--- src/rtl/pc_fetch_unit_pkg.sv ---
// Shared definitions for the fetch stage: next-PC select codes, FSM states,
// the instruction-memory window base and the fetch-target legality check.
package pc_fetch_unit_pkg;

  localparam logic [31:0] RESET_PC_DEFAULT = 32'h0000_3000;
  localparam int unsigned IM_DEPTH_DEFAULT = 1024;

  typedef enum logic [1:0] {
    NPC_SEQ = 2'd0,
    NPC_BR  = 2'd1,
    NPC_J   = 2'd2,
    NPC_JR  = 2'd3
  } npc_sel_e;

  typedef enum logic [1:0] {
    RUN   = 2'd0,
    HOLD  = 2'd1,
    FAULT = 2'd2
  } state_e;

  // Word aligned and inside [base, base + 4*depth); the limit is 33 bits so a
  // window touching the top of the address space does not wrap.
  function automatic logic target_legal(input logic [31:0]   addr,
                                        input logic [31:0]   base,
                                        input int unsigned   depth);
    logic [32:0] w_limit;
    w_limit = {1'b0, base} + (33'(depth) << 2);
    return (addr[1:0] == 2'b00) && (addr >= base) && ({1'b0, addr} < w_limit);
  endfunction

endpackage

--- src/rtl/pc_fetch_unit_npc_calc.sv ---
// Combinational next-PC selection: target mux, redirect detect and legality
// of the selected target against the instruction-memory window.
module npc_calc
  import pc_fetch_unit_pkg::*;
#(
  parameter logic [31:0] RESET_PC = RESET_PC_DEFAULT,
  parameter int unsigned IM_DEPTH = IM_DEPTH_DEFAULT
) (
  input  logic [31:0] i_pc,
  input  logic [1:0]  i_npc_sel,
  input  logic        i_br_taken,
  input  logic [15:0] i_imm16,
  input  logic [25:0] i_addr26,
  input  logic [31:0] i_ra,
  output logic [31:0] o_target,
  output logic        o_redirect,
  output logic        o_legal
);

  logic [31:0] w_seq;
  logic [31:0] w_br;
  logic [31:0] w_j;

  assign w_seq = i_pc + 32'd4;
  assign w_br  = w_seq + {{14{i_imm16[15]}}, i_imm16, 2'b00};
  assign w_j   = {w_seq[31:28], i_addr26, 2'b00};

  always_comb begin
    // NOTE: every output gets a default before the case so no path leaves a
    // value unassigned, which would otherwise infer a latch.
    o_target   = w_seq;
    o_redirect = 1'b0;
    case (npc_sel_e'(i_npc_sel))
      NPC_SEQ: o_target = w_seq;
      NPC_BR: begin
        o_target   = i_br_taken ? w_br : w_seq;
        o_redirect = i_br_taken;
      end
      NPC_J: begin
        o_target   = w_j;
        o_redirect = 1'b1;
      end
      NPC_JR: begin
        o_target   = i_ra;
        o_redirect = 1'b1;
      end
      default: ;
    endcase
  end

  assign o_legal = target_legal(o_target, RESET_PC, IM_DEPTH);

endmodule

--- src/rtl/pc_fetch_unit.sv ---
// Fetch-stage PC register with stall handling, a one-entry redirect buffer
// used while stalled, and a sticky fault state for illegal fetch targets.
module pc_fetch_unit
  import pc_fetch_unit_pkg::*;
#(
  parameter logic [31:0] RESET_PC = RESET_PC_DEFAULT,
  parameter int unsigned IM_DEPTH = IM_DEPTH_DEFAULT
) (
  input  logic        clk,
  input  logic        reset,
  input  logic        stall,
  input  logic [1:0]  npc_sel,
  input  logic        br_taken,
  input  logic [15:0] imm16,
  input  logic [25:0] addr26,
  input  logic [31:0] ra,
  output logic [31:0] pc,
  output logic [31:0] pc_plus4,
  output logic [31:0] pc_plus8,
  output logic        pending,
  output logic        fault
);

  state_e      r_state;
  logic [31:0] r_pc;
  logic [31:0] r_pend_tgt;

  state_e      w_state_nxt;
  logic [31:0] w_pc_nxt;
  logic [31:0] w_pend_tgt_nxt;
  logic [31:0] w_target;
  logic        w_redirect;
  logic        w_target_legal;
  logic        w_pend_legal;

  npc_calc #(
    .RESET_PC (RESET_PC),
    .IM_DEPTH (IM_DEPTH)
  ) u_npc_calc (
    .i_pc       (r_pc),
    .i_npc_sel  (npc_sel),
    .i_br_taken (br_taken),
    .i_imm16    (imm16),
    .i_addr26   (addr26),
    .i_ra       (ra),
    .o_target   (w_target),
    .o_redirect (w_redirect),
    .o_legal    (w_target_legal)
  );

  // The buffered target is checked when it is released, not when captured.
  assign w_pend_legal = target_legal(r_pend_tgt, RESET_PC, IM_DEPTH);

  always_ff @(posedge clk) begin
    // NOTE: state registers use nonblocking assignments so every flop samples
    // the pre-edge values regardless of process ordering.
    if (!reset) begin
      r_state    <= RUN;
      r_pc       <= RESET_PC;
      r_pend_tgt <= '0;
    end else begin
      r_state    <= w_state_nxt;
      r_pc       <= w_pc_nxt;
      r_pend_tgt <= w_pend_tgt_nxt;
    end
  end

  always_comb begin
    w_state_nxt    = r_state;
    w_pc_nxt       = r_pc;
    w_pend_tgt_nxt = r_pend_tgt;
    case (r_state)
      RUN: begin
        if (!stall) begin
          if (w_target_legal) w_pc_nxt    = w_target;
          else                w_state_nxt = FAULT;
        end else if (w_redirect) begin
          w_pend_tgt_nxt = w_target;
          w_state_nxt    = HOLD;
        end
      end
      HOLD: begin
        if (stall) begin
          if (w_redirect) w_pend_tgt_nxt = w_target;
        end else if (w_pend_legal) begin
          w_pc_nxt    = r_pend_tgt;
          w_state_nxt = RUN;
        end else begin
          w_state_nxt = FAULT;
        end
      end
      FAULT:   ;
      default: w_state_nxt = FAULT;
    endcase
  end

  assign pc       = r_pc;
  assign pc_plus4 = r_pc + 32'd4;
  assign pc_plus8 = r_pc + 32'd8;
  assign pending  = (r_state == HOLD);
  assign fault    = (r_state == FAULT);

endmodule

--- config.mk ---
export PLATFORM = sky130hd
export DESIGN_NAME = pc_fetch_unit
export DESIGN_NICKNAME = d
export VERILOG_FILES = /design/src/rtl/pc_fetch_unit_pkg.sv /design/src/rtl/pc_fetch_unit_npc_calc.sv /design/src/rtl/pc_fetch_unit.sv
export SDC_FILE = /design/constraint.sdc
export NUM_CORES = 1
export LEC_CHECK = 0
export ABC_CLOCK_PERIOD_IN_PS = 4100
export BUFFER_PORTS_ARGS = -buffer_cell sky130_fd_sc_hd__buf_2
export CAP_MARGIN = 20
export CORE_MARGIN = 2
export CORE_UTILIZATION = 50
export DETAILED_ROUTE_END_ITERATION = 8
export HOLD_SLACK_MARGIN = 0.06
export PLACE_DENSITY_LB_ADDON = 0.15
export SLEW_MARGIN = 5
export SYNTH_ARGS = -nofsm -noshare
export SYNTH_HDL_FRONTEND = slang
export SYNTH_SLANG_ARGS = --single-unit
--- constraint.sdc ---
create_clock -name clk -period 4.1 [get_ports clk]
set_input_delay 0.41 -clock clk [delete_from_list [all_inputs] [get_ports clk]]
set_output_delay 0.41 -clock clk [all_outputs]
set_load 0.05 [all_outputs]
==> results.py, run 1 <==
metrics = {
    "yosys": {
        "syn_avg_cell_area_um2": 7.05,
        "synth_top_family_by_area": "simple AND/OR/NAND/NOR gates",
        "synth-compound-area-share": 0.262,
        "yosys_warnings": 0,
        "yosysTopAreaCell": "dfxtp_1",
        "synth_edf_count": 0,
        "yosysUniqueCellTypes": 79,
        "yosys_most_used_dff": "dfxtp_1",
        "synth_mux_area_frac": 0.0561,
        "synthSimpleGateAreaFrac": 0.280,
        "ys_ff_latch": 66,
        "synth_top_cell_area_share": 0.189,
        "synth_area_leaders": "dfxtp_1 19%, nand2_1 7.5%, xnor2_1 6.4%",
        "synth_xor_area_frac": 0.0812,
        "syn_area_um2": 7010,
        "seq_area_frac_synth": 0.189,
        "syn_inst": 994,
        "synthAdderAreaFrac": 0.0618,
        "syn_nets": 1108,
        "synthArstFlopShare": 0,
    },
    "cts": {
        "clkSlewWorstSetupHoldPaths_ps": 60,
        "clkLatencyLatePin_ps": 350,
        "cts_tree": "yes",
        "clock_sinks": 66,
        "cts-root-buf": "clkbuf_16",
        "cts_buffers": 9,
        "cts_buffer_depth": 2,
        "cts_max_level": 3,
    },
    "sta": {
        "slew_headroom": 0.175,
        "setup-violations-final": 33,
        "finalClockSkew_ps": 11.0,
        "rsz0062_at_grt": "yes",
        "holdWs_ps": 420,
        "min_period_ps": 4360,
        "worst_slew_pin_slew_ps": 1240,
        "finalCritPeriodShare": 1.06,
        "clock.fmax_mhz": 229,
        "hold_violations": 0,
        "final_max_slew_viol_count": 0,
        "fin_ws_ps": -262,
    },
    "route": {
        "drc": 0,
        "ant_nets": 0,
        "vias": 9799,
        "first_pass_iters": 6,
        "wl_um": 32900,
        "wl_per_cell_um": 21.2,
        "drt_first_iter_violations": 1223,
        "viasPerCell": 6.33,
    },
    "power_and_ir_drop": {
        "p_sw_frac": 0.328,
        "power_uw": 2060,
        "pwr-share-clk": 0.400,
        "ir_drop_uv": 229,
        "p_int_uw": 1390,
        "power_frac_comb": 0.278,
        "power_density_nw_per_um2": 183,
        "power.switching_uw": 677,
        "p_seq_frac": 0.322,
        "p_leak_uw": 0.00516,
    },
    "hold_path": {
        "hold_path_class": "primary input to register",
    },
    "die": {
        "die_w_um": 122,
        "ioPinCount": 178,
        "initial_core_util": 0.509,
        "rows": 43,
        "die_h_um": 122,
        "coreArea_um2": 13800,
        "fp.dieArea_um2": 15000,
    },
    "layout": {
        "mostFrequentLayoutCells": "238 x buf_4, 178 x buf_2, 133 x nand2_1",
        "area_growth_pct": 61.3,
        "seq_area_um2": 1370,
        "antenna_cells": 0,
        "fillers": 895,
        "final_net_count": 1478,
        "final_common_cell": "buf_4",
        "instances_no_fill": 1549,
        "fin_area_um2": 11300,
        "layout-drive-gt1-share": 0.469,
        "multi_input_area_um2": 6310,
    },
    "global_routing": {
        "track_usage": 0.398,
        "grt_pass1_vias": 8655,
        "grt_pass1_wl_um": 46300,
        "grt_max_degree": 54,
        "antenna_found_initial": 0,
        "grt-ovfl-total": 0,
    },
    "placement": {
        "dpl_cell_area_um2": 9810,
        "gp_congestion": 1.05,
        "pre_cts_slack_ps": -461,
        "dp_hpwl_um": 23100,
        "port_buffers": 177,
        "dp.cells": 1500,
    },
    "setup_path": {
        "startpoint": "pc[3]",
        "cp_max_fo": 6,
        "crit_end": "pc[0]",
        "required_ps": 4270,
        "critical_path_class": "register to register",
        "crit_path_end_kind": "register",
        "r2r_setup_slack_ps": -260,
        "reg2reg_to": "pc[0]",
        "start_kind": "register",
        "r2r_cells": 20,
        "cp.arrival_ps": 4530,
        "r2r-start": "pc[3]",
    },
    "status": {
        "status": "complete, but fails checks",
        "violations": "setup timing",
    },
    "run": {
        "maxCapViolations": 0,
    },
}
==> worst max-delay path: stages, from the launching register on <==
cell and delay [ps]:
dfxtp_4 400, ha_4 160, nand3_4 110, or2_4 320, nor2_4 100, buf_6 110
xor2_4 190, ha_4 200, nand4_1 160, buf_4 170, a21oi_1 210, a21o_1 270
xnor2_1 100, a222oi_1 400, buf_4 190, buf_4 100, and4bb_2 220, and4_1 210
a41o_4 320, clkbuf_16 190, a211oi_2 60
==> layer usage <==
metal,vias to the layer above,track usage,part of all wire
met5,-,0,0
met4,0,0.162,0.049
met3,148,0.0716,0.12
met2,716,0.616,0.44
met1,4570,0.544,0.39
li1,4365,-,-
==> Yosys cell counts (all sizes together), types with 5 or more instances <==
cell,n
ha,33
a31oi,9
o21a,12
nor4b,6
a21boi,9
nand3,36
nor2b,5
and4,12
a21o,8
nand4,23
nor2,89
and3,9
inv,40
a2bb2oi,10
a21oi,72
o2111ai,6
clkbuf,49
a211oi,36
buf,26
o211ai,18
o21ai,50
nor3b,7
mux2,10
or3,5
nor4,16
dfxtp,66
a22oi,6
xnor2,51
and2,5
mux2i,28
nor3,25
xor2,14
nand2b,8
nand2,141
==> worst min-delay path by stage <==
stage	startpoint	end	depth (start not counted)	slack, ps
CTS	stall	r_state[1]	4	410
floorplan	r_pend_tgt[13]	r_pend_tgt[13]	2	430
global placement	r_pend_tgt[22]	r_pend_tgt[22]	2	440
finish	stall	r_state[1]	4	420
global route	stall	r_state[1]	4	460
detailed placement	r_pend_tgt[18]	r_pend_tgt[18]	2	450
==> state kept, by name (all words and copies together) (netlist names) <==
register    flops
pc             32
r_pend_tgt     32
r_state         2
==> power by group through the flow <==
stage | sequential, uW | combinational [uW] | clock (uW)
after floorplan | 676 | 279 | 0
after global placement | 678 | 480 | 0
after detailed placement | 679 | 485 | 0
after CTS | 665 | 514 | 819
after global routing | 666 | 610 | 854
final | 665 | 574 | 826
==> cell type report <==
class	count	share of cell area
inverters	41	0.0136
flip-flops and latches	66	0.121
repair buffers	434	0.259
well taps	180	0.0199
multi-input cells	812	0.558
clock buffers	11	0.0243
clock inverters	5	0.00343
==> per-stage QoR <==
stage,utilization,TNS (ps)
after detailed placement,0.712,-12140
final,0.821,-6720
after floorplan,-,-16360
after global placement,0.712,-9500
after global routing,0.821,-11890
after CTS,0.773,-3090
==> timing repair <==
| item | CTS | global route |
|---|---|---|
| pin swaps | 29 | 80 |
| gates cloned | 0 | 3 |
| hold buffers | 0 | 0 |
| setup buffers | 19 | 13 |
| setup endpoints to repair | 33 | 33 |
| gates resized for setup | 79 | 107 |
==> cell families (layout without fill, tap and decap cells) <==
| group | after synthesis | after routing |
|---|---|---|
| flops | 66 | 66 |
| fa+ha+maj | 34 | 34 |
| xor+xnor | 65 | 65 |
| simple gates | 400 | 400 |
| buf+inv | 116 | 491 |
| compound gates | 275 | 275 |
| mux | 38 | 38 |
Power figures use the tool's default switching activity.
==> run 2, diff against run 1 <==
--- a/config.mk
+++ b/config.mk
@@ -11,8 +11,10 @@
 export CORE_MARGIN = 2
 export CORE_UTILIZATION = 50
 export DETAILED_ROUTE_END_ITERATION = 8
+export GPL_TIMING_DRIVEN = 0
 export HOLD_SLACK_MARGIN = 0.06
 export PLACE_DENSITY_LB_ADDON = 0.15
+export SETUP_SLACK_MARGIN = 0.02
 export SLEW_MARGIN = 5
 export SYNTH_ARGS = -nofsm -noshare
 export SYNTH_HDL_FRONTEND = slang
==> run 2 against run 1 <==
  * The run still ends with setup timing left
  * Wire length down 4.1%
  * Non-clock buffer count decreased by 107
  * Setup slack lost 150 ps
  * Count of clock-buffer cells in the layout is the same
  * First-iteration DRC count is 12% higher
  * Clock skew is 1.2 ps higher
  * Die area is the same
  * Hold slack lost 42 ps
  * Clock power is 1% lower
  * Critical path type unchanged
  * Largest cell class unchanged
  * Largest power group unchanged
==> results.py, run 2 (synthesis results as in run 1) <==
metrics = {
    "placement": {
        "dp_hpwl_um": 21300,
        "port_buffers": 175,
        "dp.cells": 1349,
        "gp_congestion": 1.05,
    },
    "global_routing": {
        "grt_max_degree": 19,
        "antenna_found_initial": 1,
        "track_usage": 0.391,
        "grt_pass1_vias": 8323,
        "grt-ovfl-total": 0,
        "grt_pass1_wl_um": 45200,
    },
    "sta": {
        "clock.fmax_mhz": 222,
        "final_max_slew_viol_count": 0,
        "hold_violations": 0,
        "setup-violations-final": 33,
        "worst_slew_pin_slew_ps": 1170,
        "rsz0062_at_grt": "yes",
        "min_period_ps": 4510,
        "finalSetupTns_ps": -9580,
        "fin_ws_ps": -412,
        "finalClockSkew_ps": 12.1,
        "slew_headroom": 0.217,
        "finalCritPeriodShare": 1.10,
    },
    "layout": {
        "fin_util": 0.754,
        "final_net_count": 1371,
        "final_common_cell": "buf_2",
        "mostFrequentLayoutCells": "179 x buf_2, 135 x nand2_1, 89 x buf_4",
        "instances_no_fill": 1442,
        "antenna_cells": 0,
        "layout-drive-gt1-share": 0.394,
        "area_growth_pct": 48.1,
    },
    "die": {
        "fp.dieArea_um2": 15000,
        "coreArea_um2": 13800,
        "ioPinCount": 178,
        "rows": 43,
        "die_w_um": 122,
        "die_h_um": 122,
        "initial_core_util": 0.509,
    },
    "route": {
        "wl_per_cell_um": 21.8,
        "route.met2.wl_um": 14100,
        "met1_length_um": 12000,
        "wl_met3_um": 3640,
        "viasPerCell": 6.51,
        "ant_nets": 0,
        "vias": 9385,
        "drc": 0,
        "drt_first_iter_violations": 1373,
        "first_pass_iters": 6,
        "highest-signal-layer": "met5",
        "wl_um": 31500,
    },
    "cts": {
        "hold_buffers": 0,
        "cts_max_level": 3,
        "cts_buffer_depth": 2,
        "cts-root-buf": "clkbuf_16",
        "clock_sinks": 66,
        "clkLatencyLatePin_ps": 350,
        "cts_buffers": 9,
        "clkSlewWorstSetupHoldPaths_ps": 60,
        "cts_tree": "yes",
    },
    "power_and_ir_drop": {
        "ir_drop_uv": 193,
        "power_density_nw_per_um2": 192,
        "p_leak_uw": 0.00451,
    },
    "setup_path": {
        "start_kind": "register",
        "cp.arrival_ps": 4770,
        "crit_path_end_kind": "register",
        "startpoint": "pc[8]",
        "cp_top_family": "simple AND/OR/NAND/NOR gates",
        "critPathMaxStageDelay_ps": 360,
        "critical_path_class": "register to register",
        "path_buf_inv": 5,
        "r2r-start": "pc[8]",
        "cp_max_fo": 8,
        "worstPathCellList": "buf_6, nand4_1, buf_6, nor3_4, buf_12, nand4_1, xnor2_4, ha_4, buf_8, a21o_1, o21ba_4, a211oi_1, a211oi_2, a21oi_1, o211a_1, nor3_1, nand4_1, buf_4, or2_4, o211ai_1",
        "crit_top_cell": "nand4_1",
        "critical-path-slowest-cell": "dfxtp_4",
        "required_ps": 4350,
    },
    "status": {
        "status": "complete, but fails checks",
        "violations": "setup timing",
    },
    "hold_path": {
        "hold_path_class": "primary input to register",
        "min_from": "stall",
    },
    "run": {
        "maxCapViolations": 0,
    },
}
[run 2: cell types whose count changed in the layout (fill, tap and decap cells not counted), sizes merged]
cell and change:
buf -140, clkbuf +33, clkinvlp -1, inv +1
[run 2: worst reg2reg max path, cell delays in order (launching register included)]
cell	delay [ps]
dfxtp_4	360
buf_6	100
nand4_1	150
buf_6	180
nor3_4	230
buf_12	160
nand4_1	220
xnor2_4	270
ha_4	240
buf_8	130
a21o_1	190
o21ba_4	250
a211oi_1	80
a211oi_2	210
a21oi_1	90
o211a_1	300
nor3_1	210
nand4_1	330
buf_4	250
or2_4	270
o211ai_1	200
[run 2: repair_timing]
item / 4_1_cts / 5_1_grt
buffers inserted: 71 / 25
resized for setup: 125 / 98
endpoints found under the setup margin: 46 / 36
pin swaps: 71 / 56
cloned: 2 / 0
[run 2: routing by layer]
| layer | vias up | GRT usage |
|---|---|---|
| met5 | - | 0 |
| met4 | 2 | 0.182 |
| met3 | 164 | 0.0799 |
| met2 | 712 | 0.624 |
| met1 | 4360 | 0.507 |
| li1 | 4147 | - |
[run 2: layout make-up]
| cell class | instances | area, um2 |
|---|---|---|
| multi-input combinational | 812 | 6340 |
| timing repair buffer | 272 | 1670 |
| inverter | 41 | 154 |
| buffer | 55 | 302 |
| clock inverter | 5 | 40.0 |
| fill | 1029 | 3390 |
| sequential | 66 | 1380 |
| tap | 180 | 225 |
| clock buffer | 11 | 264 |
[run 2: through the flow]
step / worst slack, ps / hold slack, ps / power [uW] / instance area, um2
6_report: -412 / 378 / 1990 / 10400
5_1_grt: -490 / 417 / 2050 / 10400
4_1_cts: -305 / 376 / 1940 / 9800
3_5_place_dp: -1330 / 446 / 1100 / 8460
3_3_place_gp: -1320 / 442 / 1100 / 8460
2_1_floorplan: -516 / 432 / 956 / 7360
[run 2: path summary, 6_finish.rpt]
path / to / slack [ps] / depth (start not counted)
setup / recovery: pc[8] / -410 / 20
hold / removal: r_state[1] / 380 / 4
setup reg to reg: pc[8] / -410 / 20
hold reg to reg: r_pend_tgt[21] / 460 / 2
[run 2: power by group]
part	total (uW)	switching [uW]	internal [uW]
combinational	515	317	199
sequential	663	10.7	652
clock	815	345	470
==> run 3, diff against run 2 <==
--- a/config.mk
+++ b/config.mk
@@ -5,13 +5,12 @@
 export SDC_FILE = /design/constraint.sdc
 export NUM_CORES = 1
 export LEC_CHECK = 0
-export ABC_CLOCK_PERIOD_IN_PS = 4100
+export ABC_CLOCK_PERIOD_IN_PS = 4800
 export BUFFER_PORTS_ARGS = -buffer_cell sky130_fd_sc_hd__buf_2
 export CAP_MARGIN = 20
 export CORE_MARGIN = 2
-export CORE_UTILIZATION = 50
+export CORE_UTILIZATION = 45
 export DETAILED_ROUTE_END_ITERATION = 8
-export GPL_TIMING_DRIVEN = 0
 export HOLD_SLACK_MARGIN = 0.06
 export PLACE_DENSITY_LB_ADDON = 0.15
 export SETUP_SLACK_MARGIN = 0.02
==> constraint.sdc (replaced) <==
create_clock -name clk -period 4.8 [get_ports clk]
set_input_delay 0.48 -clock clk [delete_from_list [all_inputs] [get_ports clk]]
set_output_delay 0.48 -clock clk [all_outputs]
set_load 0.05 [all_outputs]
==> run 3 against run 2 <==
  * Flip-flop and latch count did not move
  * Fmax fell by 1.8%
  * Highest routed layer is now met4
  * Via count fell by 9.3%
  * Global-route usage fell by 6.3 points
  * Power fell by 17%
  * Critical path depth fell by 2
  * Count of clock-buffer cells in the layout did not move
  * The run now ends clean
==> results.py, run 3 (synthesis results as in run 1) <==
metrics = {
    "status": {
        "status": "complete, no violations",
    },
    "power_and_ir_drop": {
        "ir_drop_uv": 157,
        "power_density_nw_per_um2": 183,
        "p_leak_uw": 0.00407,
    },
    "global_routing": {
        "antenna_found_initial": 0,
        "grt_pass1_wl_um": 42300,
        "grt_pass1_vias": 7542,
        "grt-ovfl-total": 0,
        "track_usage": 0.328,
        "grt_max_degree": 54,
    },
    "cts": {
        "cts-root-buf": "clkbuf_16",
        "clkLatencyLatePin_ps": 350,
        "clock_sinks": 66,
        "cts_buffers": 9,
        "clkSlewWorstSetupHoldPaths_ps": 70,
        "hold_buffers": 0,
        "cts_tree": "yes",
        "cts_max_level": 3,
        "cts_buffer_depth": 2,
    },
    "sta": {
        "hold_violations": 0,
        "slew_headroom": 0.255,
        "finalClockSkew_ps": 6.37,
        "setup-violations-final": 0,
        "finalCritPeriodShare": 0.957,
        "fin_ws_ps": 207,
        "finalSetupTns_ps": 0,
        "rsz0062_at_grt": "no",
        "min_period_ps": 4590,
        "final_max_slew_viol_count": 0,
        "clock.fmax_mhz": 218,
        "worst_slew_pin_slew_ps": 1110,
    },
    "placement": {
        "dp_hpwl_um": 21600,
        "dpl_cell_area_um2": 8600,
        "pre_cts_slack_ps": 42.3,
        "port_buffers": 177,
        "gp_congestion": 1.01,
    },
    "die": {
        "die_h_um": 129,
        "ioPinCount": 178,
        "rows": 45,
        "coreArea_um2": 15200,
        "initial_core_util": 0.461,
        "die_w_um": 129,
        "fp.dieArea_um2": 16600,
    },
    "route": {
        "wl_met3_um": 2220,
        "viasPerCell": 6.16,
        "first_pass_iters": 8,
        "drt_first_iter_violations": 791,
        "vias": 8510,
        "wl_um": 27800,
        "route.met2.wl_um": 12100,
        "drc": 0,
        "met1_length_um": 12400,
        "highest-signal-layer": "met4",
        "wl_per_cell_um": 20.1,
        "ant_nets": 0,
    },
    "layout": {
        "mostFrequentLayoutCells": "177 x buf_2, 139 x nand2_1, 88 x nor2_1",
        "fin_area_um2": 9060,
        "final_common_cell": "buf_2",
        "layout-drive-gt1-share": 0.295,
        "antenna_cells": 0,
        "area_growth_pct": 29.3,
        "final_net_count": 1303,
        "fillers": 1495,
    },
    "setup_path": {
        "critical_path_class": "register to register",
        "cp.arrival_ps": 4870,
        "cp_max_fo": 9,
        "crit_path_end_kind": "register",
        "r2r_cells": 18,
        "required_ps": 5080,
        "start_kind": "register",
    },
    "hold_path": {
        "holdPathStages": 2,
        "hold_path_class": "register to register",
    },
    "run": {
        "maxCapViolations": 0,
    },
}
-- run 3: changes by cell type in the layout (fill, tap and decap cells not counted), sizes merged --
cell	change
buf	-34
clkbuf	-34
-- run 3: metal layers --
metal | vias up | global-route usage
li1 | 4008 | -
met1 | 3990 | 0.457
met2 | 437 | 0.505
met3 | 75 | 0.0553
met4 | 0 | 0.131
met5 | - | 0
-- run 3: report_power, final --
group          switching [uW]  internal [uW]  leakage, uW  total, uW
clock                     292            402     0.000152        694
sequential               9.32            561     0.000543        571
combinational             237            153      0.00338        390
-- run 3: timing repair --
item,4_1_cts,5_1_grt
gates resized for setup,2,25
pin swaps,0,9
buffers inserted,0,4
setup endpoints to repair,2,33
-- run 3: metrics by stage --
step	utilization	instances	power, uW	hold WS, ps
CTS	0.586	1377	1650	457
finish	0.596	1382	1650	457
global route	0.596	1382	1710	473
floorplan	-	994	817	432
detailed placement	0.566	1361	955	447
global placement	0.566	1361	955	442
-- run 3: layout make-up --
class | count | area, um2 | area share
Clock inverter | 5 | 40.0 | 0.00442
Inverter | 41 | 154 | 0.0170
Tap cell | 188 | 235 | 0.0259
Clock buffer | 11 | 264 | 0.0291
Timing Repair Buffer | 259 | 1520 | 0.167
Sequential cell | 66 | 1350 | 0.149
Multi-Input combinational cell | 812 | 5500 | 0.607
-- run 3: path summary, 6_finish.rpt --
path,slack (ps),from,to
setup / recovery,210,pc[2],pc[3]
hold / removal,460,r_pend_tgt[22],r_pend_tgt[22]
setup reg to reg,210,pc[2],pc[3]
hold reg to reg,460,r_pend_tgt[22],r_pend_tgt[22]
-- run 3: worst max-delay path: stages (launching register included) --
cell      delay [ps]
dfxtp_4          420
ha_2             240
nand3_4          120
nor4_4           290
buf_6            170
nand4_1          210
xnor2_4          220
ha_1             330
a21oi_2          180
o21bai_1         110
a41o_1           270
nand2_1          100
or3b_1           360
nand4_1          150
mux2_2           370
nand4b_1         170
buf_4            180
or4b_1           510
nand3_1          110
